[src/rtl/prescaled_counter.sv]
// prescaled_counter
//
// An N-bit prescaler divides clk. Every prescaler overflow steps a W-bit
// counter in up, down, bounce or hold mode. The counter runs modulo MAX+1
// and can be loaded synchronously (the load value is clamped to MAX).
// tick marks every step opportunity; wrap marks a wrap or a bounce reversal.
//
// Ports:
//   clk       in   system clock, rising edge
//   rstn      in   asynchronous active-low reset
//   en        in   prescaler enable; low freezes the prescaler
//   mode      in   2'b00 up, 2'b01 down, 2'b10 bounce, 2'b11 hold
//   load      in   synchronous load strobe, wins over a step
//   load_val  in   value for load (clamped to MAX)
//   count     out  current count (registered)
//   dir       out  current direction, 1 = up, 0 = down (registered)
//   tick      out  one-cycle pulse on every step edge (registered)
//   wrap      out  one-cycle pulse on a wrap or bounce reversal (registered)
//
// There is no handshake: every input is sampled on each rising clk edge and
// every output is a plain register, so no input reaches an output without a
// clock edge in between.

module prescaled_counter #(
  parameter int          N   = 20,
  parameter int          W   = 8,
  parameter int unsigned MAX = (1 << W) - 1
) (
  input  logic         clk,
  input  logic         rstn,
  input  logic         en,
  input  logic [1:0]   mode,
  input  logic         load,
  input  logic [W-1:0] load_val,
  output logic [W-1:0] count,
  output logic         dir,
  output logic         tick,
  output logic         wrap
);

  localparam logic [W-1:0] MAX_C = MAX[W-1:0];

  typedef enum logic [1:0] {
    MODE_UP     = 2'b00,
    MODE_DOWN   = 2'b01,
    MODE_BOUNCE = 2'b10,
    MODE_HOLD   = 2'b11
  } mode_e;

  mode_e        mode_s;
  logic [N-1:0] presc;
  logic         step;
  logic [W-1:0] step_count;
  logic         step_dir;
  logic         step_wrap;
  logic [W-1:0] load_count;

  assign mode_s = mode_e'(mode);

  // A step happens on the edge where the prescaler is about to roll over.
  assign step = en & (&presc);

  // Values the counter takes if this edge turns out to be a step edge.
  always_comb begin
    step_count = count;
    step_dir   = dir;
    step_wrap  = 1'b0;
    case (mode_s)
      MODE_UP: begin
        step_dir = 1'b1;
        if (count == MAX_C) begin
          step_count = '0;
          step_wrap  = 1'b1;
        end else begin
          step_count = count + 1'b1;
        end
      end
      MODE_DOWN: begin
        step_dir = 1'b0;
        if (count == '0) begin
          step_count = MAX_C;
          step_wrap  = 1'b1;
        end else begin
          step_count = count - 1'b1;
        end
      end
      MODE_BOUNCE: begin
        if (dir) begin
          // >= rather than == so a count at the top always turns around.
          if (count >= MAX_C) begin
            step_count = MAX_C - 1'b1;
            step_dir   = 1'b0;
            step_wrap  = 1'b1;
          end else begin
            step_count = count + 1'b1;
          end
        end else begin
          if (count == '0) begin
            step_count = W'(1);
            step_dir   = 1'b1;
            step_wrap  = 1'b1;
          end else begin
            step_count = count - 1'b1;
          end
        end
      end
      default: begin
        // Hold: count and direction stay put, tick still pulses.
        step_count = count;
        step_dir   = dir;
        step_wrap  = 1'b0;
      end
    endcase
  end

  assign load_count = (load_val > MAX_C) ? MAX_C : load_val;

  always_ff @(posedge clk or negedge rstn) begin
    if (!rstn) begin
      presc <= '0;
      count <= '0;
      dir   <= 1'b1;
      tick  <= 1'b0;
      wrap  <= 1'b0;
    end else if (load) begin
      // Load restarts the step period; direction is kept.
      count <= load_count;
      presc <= '0;
      tick  <= 1'b0;
      wrap  <= 1'b0;
    end else begin
      tick <= step;
      wrap <= step & step_wrap;
      if (en) begin
        // Rolls from all-ones to zero naturally on the step edge.
        presc <= presc + 1'b1;
      end
      if (step) begin
        count <= step_count;
        dir   <= step_dir;
      end
    end
  end

endmodule

[config.mk]
export PLATFORM = sky130hd
export DESIGN_NAME = prescaled_counter
export DESIGN_NICKNAME = d
export VERILOG_FILES = /design/src/rtl/prescaled_counter.sv
export SDC_FILE = /design/constraint.sdc
export NUM_CORES = 1
export LEC_CHECK = 0
export CORE_UTILIZATION = 40
export CTS_CLUSTER_SIZE = 24
export DETAILED_ROUTE_END_ITERATION = 7
export PLACE_DENSITY = 0.63
export SLEW_MARGIN = 20
export SYNTH_ARGS = -nofsm -noshare
export SYNTH_HDL_FRONTEND = slang
export SYNTH_SLANG_ARGS = --single-unit
[constraint.sdc]
create_clock -name clk -period 2.9 [get_ports clk]
set_input_delay 0.87 -clock clk [delete_from_list [all_inputs] [get_ports clk]]
set_output_delay 0.87 -clock clk [all_outputs]
set_load 0.02 [all_outputs]
# --- Yosys cells after proc, flatten, opt, wreduce, memory -nomap -nowiden ---
# Cells that the tools add are included.
totals:
  regBits: 31
  out_inout_bits: 11
  word_cells: 46
op_classes:
  n_addsub: 3
  n_lt_le_gt_ge: 2
  n_eq_ne: 3
  muxes: 21
  bitwise_logic: 3
  reduce_logical: 9
op_table:
  columns: ["op", "n"]
  rows:
  - ["$mux 8", 8]
  - ["$mux 20", 2]
  - ["$pmux 8 s3", 1]
  - ["$add 20x1->20 const B", 1]
  - ["$reduce_and 20->1", 1]
  - ["$add 8x1->8 const B", 1]
  - ["$eq 8x8->1 const B", 1]
  - ["$ge 8x8->1 const B", 1]
  - ["$gt 8x8->1 const B", 1]
  - ["$logic_not 8->1", 1]
  - ["$mux 1", 8]
  - ["$sub 8x1->8 const B", 1]
  - ["$pmux 1 s3", 2]
  - ["$reduce_bool 2->1", 2]
  - ["$reduce_bool 4->1", 1]
  - ["$reduce_and 3->1", 1]
  - ["$reduce_bool 3->1", 1]
  - ["$and 1x1->1", 2]
  - ["$eq 2x1->1 const B", 1]
  - ["$eq 2x2->1 const B", 1]
  - ["$logic_not 2->1", 1]
  - ["$reduce_and 2->1", 1]
  - ["$not 1->1", 1]

# --- Depth between registers and ports, before layout ---
depth:
  word_depth: 6
  ltp_mapped: 8
  ltp_nobuf: 7

# --- Worst setup path before layout ---
# OpenSTA, ideal clock, no wires.
synth_path:
  kind: "input to register"
  start: "input en"
  end: "register count[2]"
  setup_ps: 67
  t_arrival_ps: 2335
  setup_slack_ps: 498
  cell_stages: 6
  path_buffers: 1
  cell_sequence: "and3_1 -> nand3_1 -> or4_4 -> buf_6 -> a2111oi_4 -> a311o_1"
synth_between:
  elab_chain_len: 3
synth_rtl:
  columns: ["element", "line_no", "rtl"]
  rows:
  - ["from (decl)", "31", "input logic en,"]
  - ["$and 1x1->1", "61", "assign step = en & (&presc);"]
  - ["$reduce_bool 2->1 (no line)", null, null]
  - ["$reduce_and 2->1 (no line)", null, null]
  - ["to (signal assigned)", "127", "count <= load_count;"]
  - ["to (signal assigned)", "139", "count <= step_count;"]
  - ["to (decl)", "35", "output logic [W-1:0] count,"]
# Every way passes these cells.
# A chain may end at the register's enable or synchronous reset.

# --- Worst setup path in the final report ---
layout_path:
  start: "input mode[0]"
  end: "register count[5]"
layout_between:
  elab_chain_len: 4
  word_cells_on_any_way: 8
layout_rtl:
  columns: ["element", "line_no", "rtl"]
  rows:
  - ["from (decl)", "32", "input logic [1:0] mode,"]
  - ["$eq 2x2->1, or another cell as far along", "68", "case (mode_s)"]
  - ["$pmux 8 s3", "68", null]
  - ["$mux 8", "138", "if (step) begin"]
  - ["$mux 8", "125", "end else if (load) begin"]
# Several ways; a longest one is shown, not always the timed one. The select of a mux whose other input is x is not followed.

==> results.sh <==
export IMPL_ys_seq_elements=31
export IMPL_gr_usage_all_layers_pct=21.5
export IMPL_cp_data_required_time_ns=3.07
export IMPL_diodes=0
export IMPL_finalHoldViolCount=0
export IMPL_crit_arrival_ns=2.82
export IMPL_firstDrtPassIters=5
export IMPL_drcViolationCount=0
export IMPL_drtIter0Drc=238
export IMPL_area_growth_synth_to_final_pct=19.9
export IMPL_synth_distinct_cells=60
export IMPL_syn_nets=318
export IMPL_startpoint="mode[0]"
export IMPL_nets=349
export IMPL_r2r_cells=7
export IMPL_regArea_um2=777
export IMPL_multiInputGateArea_mm2=0.00147
export IMPL_path_max_fanout=12
export IMPL_timing_fmax_mhz=378
export IMPL_final_antenna_net_count=0
export IMPL_num_rows=27
export IMPL_r2r_slack_ns=0.52
export IMPL_total_power_uw=1060
export IMPL_r2r_end="count[1]"
export IMPL_final_common_cell="dfrtp_1"
export IMPL_synth_cells=297
export IMPL_cts_buffer_depth=2
export IMPL_cts_hold_buf=0
export IMPL_fin_skew_ns=0.00694
export IMPL_final_min_clock_period_ns=2.65
export IMPL_max_slew_margin_pct=61.8
export IMPL_post_cts_resized=0
export IMPL_tightest_slew_ns=0.567
export IMPL_status="finished clean"
export IMPL_fin_setup_tns_ns=0
export IMPL_initial_core_util_pct=42.7
export IMPL_cts_tree="yes"
export IMPL_die_w_um=79.6
export IMPL_worstSetupEndpointType="flop"
export IMPL_routed_via_density=5.90
export IMPL_hpwl_um=4510
export IMPL_place_ws_ns=-0.0132
export IMPL_post_cts_buffers=0
export IMPL_clock_latency_ns=0.28
export IMPL_setup_viol=0
export IMPL_synthArstFlopShare_pct=100
export IMPL_core_area_mm2=0.00564
export IMPL_cp_start_kind="primary input"
export IMPL_chipHeight_um=79.6
export IMPL_layout_drive_gt1_share_pct=11.6
export IMPL_cts_root_buffer="clkbuf_8"
export IMPL_hold_class="reg -> reg"
export IMPL_maxCapViolCount=0
export IMPL_critical_path_class="in -> reg"
export IMPL_die_area_mm2=0.00633
export IMPL_worst_slack_ns=0.253
export IMPL_io_pins=25
export IMPL_grt_pass1_vias=2188
export IMPL_synth_cell_area_mm2=0.00241
export IMPL_leakage_uw=0.00111
export IMPL_synth_edf_count=0
export IMPL_htreeDepth=2
export IMPL_antenna_found_initial=0
export IMPL_clk_pin_slew_ns=0.06
export IMPL_seq_area_frac_synth_pct=32.3
export IMPL_grt_max_degree=34
export IMPL_drt_total_wl_um=6300
export IMPL_port_buffers=24
export IMPL_synth_area_leaders="dfrtp_1 31%, nor2_1 4.5%, o21ai_0 4.4%, xnor2_1 4.4%, ha_1 3.6%"
export IMPL_yosys_area_top_type="dfrtp_1"
export IMPL_synth_area_per_cell_um2=8.11
export IMPL_grt_pass1_wl_um=10600
export IMPL_nFillCells=550
export IMPL_gp_congestion=0.907
export IMPL_yosys_warnings=0
export IMPL_grt_setup_unrepaired="no"
export IMPL_fin_crit_sh_pct=91.3
export IMPL_peakVddDrop_mv=0.275
export IMPL_cts_sinks=31
export IMPL_worstSetupEndpoint="count[5]"
export IMPL_synth_top_area_share_pct=31.2
export IMPL_cts_made_buffers=5
export IMPL_wl_per_cell_um=15.7
export IMPL_synthFlopType="dfrtp_1"
export IMPL_maxSlewViolCount=0
export IMPL_mostFrequentLayoutCells="30 x dfrtp_1, 29 x nor2_1, 24 x clkdlybuf4s50_1"
export IMPL_vias=2366
export IMPL_cellPowerDensity_mw_per_mm2=367
export IMPL_overflow=0
export IMPL_rr_startpoint="count[1]"
## synth_stat cells, drive strengths merged (2+ instances only)
cell type	n
and3	6
clkbuf	19
o2bb2ai	3
a2111oi	3
a21oi	15
nor2	29
a211oi	2
nor2b	5
and2	3
ha	7
nand2b	2
buf	4
a221oi	2
o211ai	2
or3	10
nor4	6
inv	15
dfrtp	30
o21ai	21
and4	4
nor3	10
nand2	18
a31oi	4
o31a	3
nand4	9
or4	6
a2bb2oi	2
xnor2	12
xor2	6
nand3	13
o2111ai	2
## worst min path at each step
stage	startpoint	to	slack, ns	depth (start not counted)
3_3_place_gp	presc[18]	presc[18]	0.53	2
4_1_cts	presc[14]	presc[14]	0.56	2
2_1_floorplan	presc[14]	presc[14]	0.51	2
3_5_place_dp	presc[14]	presc[14]	0.54	2
5_1_grt	presc[2]	presc[2]	0.60	2
6_report	presc[14]	presc[14]	0.55	2
## metrics by stage
step                      instance area [um^2]  hold slack, ns  std cells  util [%]
final                                     2890           0.555        401      51.2
after global routing                      2890           0.595        401      51.2
after CTS                                 2890           0.560        401      51.2
after detailed placement                  2810           0.542        393      49.7
after global placement                    2810           0.534        393      49.7
after floorplan                           2410           0.510        297         -
## registers in the layout, summed over array words and instances, names as in the netlist
name and count:
presc 20, count 8, wrap 1, tick 1
dir 1
## per-layer routing
layer  routed length, um  GRT usage, %  part of all wire [%]  up-vias
li1                    -             -                     -     1150
met1                2990          29.5                    47     1126
met2                2930          34.1                    47       82
met3                 317          3.66                   5.0        8
met4                  64          7.09                   1.0        0
met5                   0             0                     0        -
## worst max-delay path, cell delays in order
cell and delay, ns:
clkdlybuf4s50_1 0.48, inv_1 0.06, ha_1 0.34, buf_4 0.19, nor2b_1 0.16, nand4_1 0.13
a32oi_1 0.22, nor2_1 0.08, o31a_1 0.30
## layout make-up
| cell class | instances | area share, % |
|---|---|---|
| Clock buffer | 7 | 2.64 |
| Sequential cell | 31 | 26.9 |
| Timing Repair Buffer | 47 | 14.3 |
| Clock inverter | 1 | 0.173 |
| Multi-Input combinational cell | 227 | 50.8 |
| Tap cell | 72 | 3.12 |
| Inverter | 16 | 2.08 |
## cell families (layout without fill, tap and decap cells)
family	after synthesis	in the layout	synth area share [%]
compound gates	72	72	20.8
xor+xnor	18	18	6.55
buf+inv	39	71	6.86
flops	31	31	32.3
mux	2	2	0.884
fa+ha+maj	7	7	3.64
simple gates	128	128	29.0
## power by group
part           leakage, uW  total, uW  switching, uW  internal [uW]
clock network    0.0000422        321            153            168
logic             0.000658        253            133            120
registers         0.000409        486           40.8            445
total              0.00111       1060            327            733
Note: power is estimated with default switching activity, not from simulation.
